$ cat src/rtl/bus_mux_arb.sv
// N-channel to one multiplexer with a registered output stage.
// Channel choice is either a direct select or round-robin arbitration.
module bus_mux_arb #(
  parameter int WIDTH = 8,
  parameter int NCH   = 4,
  parameter int SELW  = 2
) (
  input  logic                 clk,
  input  logic                 rst,
  input  logic                 mode,
  input  logic [SELW-1:0]      sel,
  input  logic [NCH*WIDTH-1:0] in_data,
  input  logic [NCH-1:0]       in_valid,
  output logic [NCH-1:0]       in_ready,
  output logic [WIDTH-1:0]     out_data,
  output logic                 out_valid,
  output logic [SELW-1:0]      out_ch,
  input  logic                 out_ready
);

  logic            accept;
  logic            grant_valid;
  logic [SELW-1:0] grant;
  logic [SELW-1:0] ptr;
  logic [WIDTH-1:0] grant_data;

  // A new word can be taken when the output register is empty or draining this cycle.
  assign accept = !out_valid || out_ready;

  // Grant selection; round-robin searches from the channel after the last winner.
  always_comb begin
    int idx;
    grant_valid = 1'b0;
    grant       = '0;
    idx         = 0;
    if (mode) begin
      for (int k = 1; k <= NCH; k++) begin
        idx = (int'(ptr) + k) % NCH;
        if (!grant_valid && in_valid[idx]) begin
          grant_valid = 1'b1;
          grant       = SELW'(idx);
        end
      end
    end else begin
      for (int i = 0; i < NCH; i++) begin
        if (sel == SELW'(i) && in_valid[i]) begin
          grant_valid = 1'b1;
          grant       = SELW'(i);
        end
      end
    end
  end

  always_comb begin
    grant_data = '0;
    for (int i = 0; i < NCH; i++) begin
      if (grant == SELW'(i)) begin
        grant_data = in_data[i*WIDTH +: WIDTH];
      end
    end
  end

  // Reset masks the handshake so a transfer can never coincide with reset.
  always_comb begin
    in_ready = '0;
    for (int i = 0; i < NCH; i++) begin
      in_ready[i] = !rst && accept && grant_valid && (grant == SELW'(i));
    end
  end

  always_ff @(posedge clk) begin
    if (rst) begin
      out_valid <= 1'b0;
      out_data  <= '0;
      out_ch    <= '0;
      ptr       <= SELW'(NCH - 1);
    end else if (accept) begin
      if (grant_valid) begin
        out_valid <= 1'b1;
        out_data  <= grant_data;
        out_ch    <= grant;
        if (mode) begin
          ptr <= grant;
        end
      end else begin
        out_valid <= 1'b0;
      end
    end
  end

endmodule

$ cat config.mk
export PLATFORM = sky130hd
export DESIGN_NAME = bus_mux_arb
export DESIGN_NICKNAME = d
export VERILOG_FILES = /design/src/rtl/bus_mux_arb.sv
export SDC_FILE = /design/constraint.sdc
export NUM_CORES = 1
export LEC_CHECK = 0
export BUFFER_PORTS_ARGS = -buffer_cell sky130_fd_sc_hd__buf_2
export CAP_MARGIN = 30
export CORE_MARGIN = 4
export CORE_UTILIZATION = 38
export DETAILED_ROUTE_END_ITERATION = 10
export GPL_TIMING_DRIVEN = 0
export PLACE_DENSITY = 0.8
export SLEW_MARGIN = 30
export SYNTH_ARGS = -nofsm -noshare
export SYNTH_HDL_FRONTEND = slang
export SYNTH_SLANG_ARGS = --single-unit
export TNS_END_PERCENT = 10
$ cat constraint.sdc
create_clock -name clk -period 1.75 [get_ports clk]
set_input_delay 0.175 -clock clk [delete_from_list [all_inputs] [get_ports clk]]
set_output_delay 0.175 -clock clk [all_outputs]
set_load 0.01 [all_outputs]
==> flow_metrics.py <==
metrics = {
    "worst_setup_path": {
        "crit_family": "simple AND/OR/NAND/NOR gates",
        "path_class": "flop to output pin",
        "start_kind": "flop",
        "max_stage_delay_ns": 0.38,
        "cp.arrival_ns": 1.70,
        "cp-startpoint": "ptr[1]$_SDFFE_PP1P_",
        "r2r_cells": 7,
        "cp-end-kind": "output pin",
        "slowest_stage": "or3b_4",
        "cp.depth": 6,
        "rr_startpoint": "ptr[1]$_SDFFE_PP1P_",
        "cp.required_ns": 1.57,
        "critPathMaxFanout": 8,
        "path_cells": "or3b_4 -> o2111ai_2 -> o221ai_2 -> buf_6 -> nor3b_2 -> buf_2",
        "path_buf_inv": 2,
        "reg2reg_to": "out_data[2]$_SDFFE_PP0P_",
        "r2r_slack_ns": -0.12,
        "endpoint": "in_ready[2]",
    },
    "global_route": {
        "grt_start_max_net_pins": 11,
        "overflow": 0,
        "grt_pass1_wl_mm": 4.17,
        "grt_pass1_vias": 974,
        "antenna_found_initial": 0,
        "grt_use_total_pct": 15.9,
    },
    "yosys": {
        "synth_flop_cell": "dfxtp_1",
        "synth_common_cells": "dfxtp_1 (13), a22o_1 (8), mux4_2 (6)",
        "yosys.area.top_type": "dfxtp_1",
        "async_flop_share_pct": 0,
        "yosys_warnings": 0,
        "synth_most_common_cell": "dfxtp_1",
        "syn_avg_cell_area_um2": 10.9,
        "yosysTopAreaCellShare_pct": 28.5,
        "synth-edff-count": 0,
        "yosys.cell_types.count": 33,
        "syn-num-nets": 126,
        "ys_seq_area_share_pct": 28.5,
        "ys_seq_elements": 13,
        "synth_area_leaders": "dfxtp_1 (28%), mux4_2 (15%), mux4_1 (8.6%)",
        "syn_inst": 84,
        "syn-cell-area_um2": 913,
    },
    "layout": {
        "syn_to_final_growth_pct": 44.5,
        "drive_gt1_share_pct": 58.1,
        "post-route-util_pct": 58.5,
        "insertedDiodeCount": 0,
        "fin_nets": 191,
        "final_cell_area_um2": 1320,
    },
    "power_and_ir_drop": {
        "power_w": 0.000887,
        "clockPowerShare_pct": 20.2,
        "sw_frac_of_total_pct": 30.3,
        "power_density_nw_per_um2": 672,
        "seqPwrFrac_pct": 39.6,
        "p_leak_nw": 0.645,
        "p_comb_share_pct": 40.2,
        "intPower_w": 0.000619,
        "p_switching_w": 0.000269,
        "ir_drop_v": 0.000339,
    },
    "sta": {
        "fin_crit_sh_pct": 107,
        "setup_violations": 12,
        "worst_slew_pin_slew_ns": 0.348,
        "tns_ns": -1.06,
        "drv_slew": 0,
        "layout_min_cycle_time_ns": 1.87,
        "slew_headroom_pct": 76.6,
        "maxClockFrequency_mhz": 533,
        "rsz0062_at_grt": "yes",
        "fin_ws_ns": -0.125,
        "skew_ns": 0.00459,
        "finalHoldViolCount": 0,
    },
    "clocking": {
        "clkLatencyLatePin_ns": 0.27,
        "tritoncts": "yes",
        "cts_buffers": 3,
        "h-tree-depth": 1,
        "clockBufferDepth": 2,
        "cts_root_buffer": "clkbuf_4",
        "cts_sinks": 13,
        "cts.clk_slew.worst_paths_ns": 0.07,
    },
    "outcome": {
        "violations": "negative setup slack",
        "status": "complete, but fails checks",
    },
    "drt": {
        "drt_wl_total_mm": 2.49,
        "drt_first_pass_iters": 4,
        "drt_iter0_drc": 28,
        "route.detailed.drc": 0,
        "dr_total_vias": 955,
        "ant_nets": 0,
        "wl_per_cell_um": 14.2,
        "routed_via_density": 5.43,
    },
    "place": {
        "portBuffers": 54,
        "dp_hpwl_mm": 1.95,
        "place_area_um2": 1220,
        "gp_congestion": 0.801,
    },
    "job": {
        "max_cap_violations": 0,
    },
    "hold_path": {
        "hp-class": "input port to flop",
    },
    "floorplanning": {
        "core_region_area_um2": 2250,
        "pin_count": 57,
        "die_w_um": 57.0,
        "dieHeight_um": 57.0,
        "num_rows": 17,
        "initial_utilization_pct": 40.5,
        "die_area_um2": 3250,
    },
}
[cells in the final DEF (no fill, tap or decap), types with 2 or more instances in the layout]
cell type / n
clkbuf_4: 3
and3_1: 3
a21oi_1: 4
mux4_2: 6
buf_2: 55
mux2_2: 2
o21ai_0: 2
inv_1: 4
dfxtp_1: 12
mux4_1: 3
a21boi_0: 2
nand2b_1: 2
nand2_1: 5
a22o_1: 8
buf_4: 7
nor2_1: 3
buf_6: 3
o21ai_1: 2
[worst register-to-register path, cell delays in order, from the launching register on]
cell	delay, ns
dfxtp_4	0.37
or3b_4	0.38
o2111ai_2	0.11
o221ai_2	0.14
buf_6	0.16
buf_4	0.14
mux4_2	0.28
a22o_1	0.19
[what timing repair did]
action / in CTS / in global routing
buffers inserted: 6 / 0
endpoints found under the setup margin: 12 / 12
gates resized for setup: 7 / 1
pin swaps: 4 / 2
hold buffers: 0 / 0
[kinds of logic after synthesis]
logic type,Yosys count,share of synthesized area (%)
AO/OA/AOI/OAI,26,21.9
AND/OR/NAND/NOR,24,15.8
flip-flops,13,28.5
multiplexers,12,27.4
buffers and inverters,9,6.44
[worst min-delay path by stage]
| stage | from | end | slack [ns] | cells past startpoint |
|---|---|---|---|---|
| after global placement | rst | out_valid$_SDFFE_PP0N_ | 0.45 | 2 |
| after global routing | rst | out_ch[0]$_SDFFE_PP0P_ | 0.20 | 2 |
| after detailed placement | rst | out_ch[1]$_SDFFE_PP0P_ | 0.46 | 2 |
| after CTS | rst | out_ch[1]$_SDFFE_PP0P_ | 0.18 | 2 |
| final | rst | out_valid$_SDFFE_PP0N_ | 0.19 | 2 |
| after floorplan | rst | out_ch[0]$_SDFFE_PP0P_ | 0.24 | 1 |
[power by group through the flow]
stage	sequential, W	combinational [W]	clock, W
detailed placement	0.000358	0.000324	0
global placement	0.000356	0.000315	0
floorplan	0.000371	0.000193	0
global route	0.000357	0.000389	0.000197
CTS	0.000351	0.000357	0.000185
finish	0.000351	0.000357	0.000179
[per-layer routing]
metal | vias up | part of all wire, % | GRT usage [%]
met5 | - | 0 | 0
met4 | 0 | 0.88 | 4.97
met3 | 2 | 11 | 2.71
met2 | 44 | 48 | 28.9
met1 | 442 | 41 | 18.8
li1 | 467 | - | -
[final cells by class]
type	instances	area, um^2
buffer	5	46.3
clock buffer	4	26.3
fill	201	935
inverter	4	15.0
multi-input combinational	62	618
sequential	13	264
tap	28	35.0
timing repair buffer	60	315
[registers in the layout, summed over array words and instances, names as in the netlist]
name       flops
out_data       8
out_ch         2
ptr            2
out_valid      1
[through the flow]
stage,std cells,worst slack [ns],hold WS [ns]
5_1_grt,176,-0.208,0.199
3_5_place_dp,166,-0.249,0.461
6_report,176,-0.125,0.191
3_3_place_gp,166,-0.198,0.451
2_1_floorplan,84,-0.0199,0.244
4_1_cts,176,-0.131,0.177
Power figures use the tool's default switching activity.
